File: config.mk
export PLATFORM = sky130hd
export DESIGN_NAME = logic_arb
export DESIGN_NICKNAME = d
export VERILOG_FILES = /design/src/rtl/logic_arb_pkg.sv /design/src/rtl/logic_arb_unit.sv /design/src/rtl/logic_arb.sv
export SDC_FILE = /design/constraint.sdc
export NUM_CORES = 1
export LEC_CHECK = 0
export CAP_MARGIN = 20
export CORE_AREA = 4 4 139 108
export DETAILED_ROUTE_END_ITERATION = 10
export DIE_AREA = 0 0 143 112
export DONT_BUFFER_PORTS = 1
export RECOVER_POWER = 100
export SYNTH_ARGS = -nofsm -noshare
export SYNTH_HDL_FRONTEND = slang
export SYNTH_HIERARCHICAL = 1
export SYNTH_SLANG_ARGS = --single-unit
export TNS_END_PERCENT = 1
File: constraint.sdc
create_clock -name clk -period 6.7 [get_ports clk]
set_input_delay 0.67 -clock clk [delete_from_list [all_inputs] [get_ports clk]]
set_output_delay 0.67 -clock clk [all_outputs]
set_load 0.01 [all_outputs]
File: src/rtl/logic_arb_pkg.sv
// logic_arb_pkg: constants and types shared by the logic unit arbiter.
//   TYPE_W            width of the one-hot operation select
//   LOGIC_*           bit position of each operation inside the select
//   REQ_EX / REQ_AUX  requester ids carried on res_id
//   buf_state_t       occupancy of the one-entry response buffer
//   is_one_hot        true when the select has exactly one bit set
package logic_arb_pkg;

   localparam int TYPE_W    = 5;

   localparam int LOGIC_AND = 0;
   localparam int LOGIC_OR  = 1;
   localparam int LOGIC_XOR = 2;
   localparam int LOGIC_NOR = 3;
   localparam int LOGIC_LUI = 4;

   localparam logic REQ_EX  = 1'b0;
   localparam logic REQ_AUX = 1'b1;

   typedef enum logic {
      BUF_EMPTY = 1'b0,
      BUF_FULL  = 1'b1
   } buf_state_t;

   function automatic logic is_one_hot(input logic [TYPE_W-1:0] t);
      return (t != '0) && ((t & (t - TYPE_W'(1))) == '0);
   endfunction

endpackage

File: src/rtl/logic_arb_unit.sv
// logic_arb_unit: combinational 32-bit logic unit (and/or/xor/nor/lui).
//   a, b     operands
//   op_type  one-hot select (bit positions from logic_arb_pkg); several bits
//            set OR their results together, no bits set gives zero
//   res      result
module logic_arb_unit
   import logic_arb_pkg::*;
#(
   parameter int DATA_W = 32
) (
   input  logic [DATA_W-1:0] a,
   input  logic [DATA_W-1:0] b,
   input  logic [TYPE_W-1:0] op_type,
   output logic [DATA_W-1:0] res
);

   logic [DATA_W-1:0] op_val [TYPE_W];
   logic [DATA_W-1:0] op_sel [TYPE_W];

   assign op_val[LOGIC_AND] = a & b;
   assign op_val[LOGIC_OR]  = a | b;
   assign op_val[LOGIC_XOR] = a ^ b;
   assign op_val[LOGIC_NOR] = ~(a | b);
   // lui places the low half of b in the upper half of the result
   assign op_val[LOGIC_LUI] = {b[15:0], {(DATA_W-16){1'b0}}};

   genvar gi;
   generate
      for (gi = 0; gi < TYPE_W; gi++) begin : g_op
         assign op_sel[gi] = op_type[gi] ? op_val[gi] : '0;
      end
   endgenerate

   always_comb begin
      res = '0;
      for (int i = 0; i < TYPE_W; i++) begin
         res = res | op_sel[i];
      end
   end

endmodule

File: src/rtl/logic_arb.sv
// logic_arb: round-robin sharing of one logic unit between two requesters,
// with a one-entry registered response buffer (1-cycle latency, full
// throughput when the response is drained every cycle).
//   clk, resetn                          clock, async active-low reset
//   r0_valid/r0_ready/r0_a/r0_b/r0_type  requester 0 (REQ_EX) handshake
//   r1_valid/r1_ready/r1_a/r1_b/r1_type  requester 1 (REQ_AUX) handshake
//   res_valid/res_ready                  response handshake
//   res, res_id                          registered result and its requester
//   res_err                              only with LOGIC_ARB_ERR_EN defined:
//                                        granted type was not exactly one-hot
// The op select width TYPE_W comes from logic_arb_pkg since the bit
// positions of the operations are fixed there.
module logic_arb
   import logic_arb_pkg::*;
#(
   parameter int DATA_W = 32
) (
   input  logic              clk,
   input  logic              resetn,
   input  logic              r0_valid,
   output logic              r0_ready,
   input  logic [DATA_W-1:0] r0_a,
   input  logic [DATA_W-1:0] r0_b,
   input  logic [TYPE_W-1:0] r0_type,
   input  logic              r1_valid,
   output logic              r1_ready,
   input  logic [DATA_W-1:0] r1_a,
   input  logic [DATA_W-1:0] r1_b,
   input  logic [TYPE_W-1:0] r1_type,
   output logic              res_valid,
   input  logic              res_ready,
`ifdef LOGIC_ARB_ERR_EN
   output logic              res_err,
`endif
   output logic [DATA_W-1:0] res,
   output logic              res_id
);

   buf_state_t        state_reg, state_next;
   logic              rr_ptr_reg, rr_ptr_next;
   logic [DATA_W-1:0] res_reg;
   logic              res_id_reg;

   logic              can_accept;
   logic              both_valid;
   logic              grant;
   logic              grant_id;
   logic [DATA_W-1:0] sel_a, sel_b, unit_res;
   logic [TYPE_W-1:0] sel_type;

   // ---------------- arbitration ----------------
   // resetn gates the grant so both readys drop as soon as reset asserts
   assign can_accept = (state_reg == BUF_EMPTY) || res_ready;
   assign both_valid = r0_valid && r1_valid;
   assign grant_id   = both_valid ? rr_ptr_reg : (r1_valid ? REQ_AUX : REQ_EX);
   assign grant      = resetn && can_accept && (r0_valid || r1_valid);

   assign sel_a    = (grant_id == REQ_AUX) ? r1_a    : r0_a;
   assign sel_b    = (grant_id == REQ_AUX) ? r1_b    : r0_b;
   assign sel_type = (grant_id == REQ_AUX) ? r1_type : r0_type;

   logic_arb_unit #(.DATA_W(DATA_W)) u_unit (
      .a       (sel_a),
      .b       (sel_b),
      .op_type (sel_type),
      .res     (unit_res)
   );

   // pointer only moves on a contended grant, to the loser
   always_comb begin
      rr_ptr_next = rr_ptr_reg;
      if (grant && both_valid) begin
         rr_ptr_next = ~grant_id;
      end
   end

   // ---------------- response buffer FSM ----------------
   always_ff @(posedge clk or negedge resetn) begin
      if (!resetn) begin
         state_reg  <= BUF_EMPTY;
         rr_ptr_reg <= REQ_EX;
      end else begin
         state_reg  <= state_next;
         rr_ptr_reg <= rr_ptr_next;
      end
   end

   // a grant always (re)fills the buffer, covering drain-and-reload
   always_comb begin
      state_next = state_reg;
      case (state_reg)
         BUF_EMPTY: if (grant) state_next = BUF_FULL;
         BUF_FULL:  if (res_ready && !grant) state_next = BUF_EMPTY;
         default:   state_next = BUF_EMPTY;
      endcase
   end

   always_comb begin
      res_valid = (state_reg == BUF_FULL);
      r0_ready  = grant && (grant_id == REQ_EX);
      r1_ready  = grant && (grant_id == REQ_AUX);
   end

   // result data only loads on a grant; it holds across a plain drain
   always_ff @(posedge clk or negedge resetn) begin
      if (!resetn) begin
         res_reg    <= '0;
         res_id_reg <= REQ_EX;
      end else if (grant) begin
         res_reg    <= unit_res;
         res_id_reg <= grant_id;
      end
   end

   assign res    = res_reg;
   assign res_id = res_id_reg;

`ifdef LOGIC_ARB_ERR_EN
   logic res_err_reg;

   always_ff @(posedge clk or negedge resetn) begin
      if (!resetn) begin
         res_err_reg <= 1'b0;
      end else if (grant) begin
         res_err_reg <= !is_one_hot(sel_type);
      end
   end

   assign res_err = res_err_reg;
`endif

endmodule

==> results.txt <==
Wire per inst = 19.58 um
Slowest cell on crit path = clkbuf_1
Global-route wire length before repair = 16.53 mm
PwrDens = 254.2 mW/mm^2
Failing checks = max-capacitance violations, max-slew violations
Reg clk slew, reported paths = 0.06 ns
Pins Over Slew Limit = 76
Footprint of the multi-input gates = 0.002750 sq mm
H-Tree Level Count = 2
Layout area overhead = 6.983%
Synth Warn # = 6
Top_reg_cell synth = dfrtp_1
Most frequent cell after synthesis = mux2_2
Kind of critical path = in2reg
Drc violations = 0
Largest net degree at the start of global routing = 39
Core Region = 0.01356 sq mm
Vias per inst = 5.157
Worst Skew = 0.003174 ns
Critical path capture point type = register
DIE AREA = 0.01602 sq mm
Die H = 112 um
Final setup viols = 0
Critical path required time = 6.86 ns
Largest cells by area after synthesis = mux2_2 (26%), dfrtp_1 (22%), ha_1 (20%)
Hold Vio Cnt, Final = 0
Share of the synthesized area in the top cell type = 26.09%
Total global routing overflow = 0
Synth async-reset ratio = 100.0%
Final nets = 598
Root Buffer = clkbuf_16
Post-route cell area = 0.004294 sq mm
Pre-CTS setup slack = 2.866 ns
LEAKAGE = 2.010 nW
Final Worst Setup Slack = 2.363 ns
Worst-margin pin slew = 2.224 ns
Layout cells sized above 1 = 26.41%
Max FO, Critical Path = 38
Seq/Total Area, Yosys = 21.82%
R2R cell count = 7
Max cap viols = 2
Worst Hold Class = in2async
Initial drt markers = 135
Number of fillers in the final layout = 1371
Initial antenna violation count = 1
RSZ-0062 raised after global routing = no
R2R setup slack = 2.38 ns
Vias in the first global route = 3077
Syn_area_per_cell = 10.01 sq um
#FFs+latches synth = 35
IO buf count = 0
DP HPWL = 8.287 mm
Row count = 37
VDD IR max = 146.1 uV
Die X = 143 um
Total power = 1.092 mW
Worst R2R End = res[29]
Worst Setup Start Kind = primary input
EDFF count, synth = 0
RD Place Congestion = 0.7689
Relative max-transition margin = -48.24%
CTS resizes = 0
Post-synth cell types = 21
Hold_buf cts = 0
Post-Syn Area = 0.004014 sq mm
CP Cell Sequence = inv_1 -> o21ai_4 -> buf_12 -> clkbuf_1 -> mux2_1 -> a222oi_1 -> nand3_1 -> mux2_2
Post-DP Area = 0.004150 sq mm
Mapped Nets = 608
Final period util = 64.73%
Final wirelength = 11.08 mm
CP arrival = 4.50 ns
Reg2reg start = rr_ptr_reg
Clk sinks = 35
Total Routing Usage GR = 13.19%
Setup TNS = 0 ns
Storage element area = 875.8 sq um
Clk Latency, worst-skew pair = 0.28 ns
CTS buffer count = 5
Status = complete, but fails checks
Post-route ant nets = 0
Dominant cell type by area after synthesis = mux2_2
Synth Instances = 401
Fmax = 0.2306 GHz
Number of flip-flops in the largest register = 32
Drt pass-1 iters = 7
Worst-case clock buffer depth = 2
# Post-CTS Setup Buffers = 0
CTS tree = built
I/O pin total = 179
Fin crit period = 4.337 ns
Max incr delay on CP = 1.40 ns
Vias = 2919
Commonest cells in the netlist = mux2_2 (93), inv_1 (66), ha_1 (64)
Initial core utilization = 29.59%
where the power goes:
part	total, mW	internal, mW	switching [mW]
clock	0.222	0.134	0.0883
sequential	0.389	0.288	0.100
combinational	0.481	0.242	0.239
total	1.09	0.664	0.427
per-layer routing:
layer	GRT usage, %	up-vias	share of wire, %
li1	-	1363	-
met3	5.152	11	9.4
met2	20.81	129	47
met4	3.610	0	1.3
met1	16.76	1416	43
met5	0	-	0
logic make-up (layout without fill, tap and decap cells):
group / count (synthesis) / in the layout / share of synthesized area, %
AND/OR/NAND/NOR: 51 / 51 / 5.611
buffers and inverters: 89 / 78 / 9.881
adder cells (fa/ha/maj): 64 / 64 / 19.95
other: 0 / 1 / 0
multiplexers: 127 / 127 / 34.82
AO/OA/AOI/OAI: 34 / 34 / 7.700
flip-flops: 35 / 35 / 21.82
XOR/XNOR: 1 / 1 / 0.2182
metrics by stage:
| stage | utilization (%) | hold WS, ns | std cells |
|---|---|---|---|
| after global placement | 30.39 | 0.3758 | 557 |
| final | 31.66 | 0.08221 | 566 |
| after floorplan | - | 0.3744 | 401 |
| after CTS | 31.55 | 0.07118 | 564 |
| after detailed placement | 30.60 | 0.3754 | 558 |
| after global routing | 31.66 | 0.06748 | 566 |
critical path: cells and delay by family:
kind,cells,cell delay [ns]
and+or+nand+nor,1,0.15
buffers and inverters,3,1.67
muxes,2,1.19
AOI/OAI and AO/OA,2,0.78
layout make-up:
| cell class | count | share of cell area, % |
|---|---|---|
| Multi-Input combinational cell | 277 | 64.04 |
| Sequential cell | 35 | 20.40 |
| Inverter | 66 | 5.769 |
| Tap cell | 175 | 5.099 |
| Clock buffer | 6 | 3.001 |
| Timing Repair Buffer | 6 | 1.632 |
| Antenna cell | 1 | 0.05828 |
cells in the final DEF (no fill, tap or decap), drive strengths merged, types with 4 or more instances in the layout:
cell,n
a222oi,16
a22oi,16
buf,4
clkbuf,8
dfrtp,35
ha,64
inv,66
mux2,101
mux2i,26
nand2,33
nand2b,8
nand3,7
worst max-delay path by stage:
stage                     depth (start not counted)       start      end  slack, ns
after global placement                            7    r0_valid   res[2]       2.92
after floorplan                                   9    r0_valid  res[25]       4.18
after detailed placement                          7    r0_valid  res[29]       2.87
after CTS                                         7    r0_valid  res[29]       3.15
after global routing                              7  rr_ptr_reg  res[29]       1.98
final                                             8    r0_valid  res[29]       2.36
Note: power is estimated with default switching activity, not from simulation.
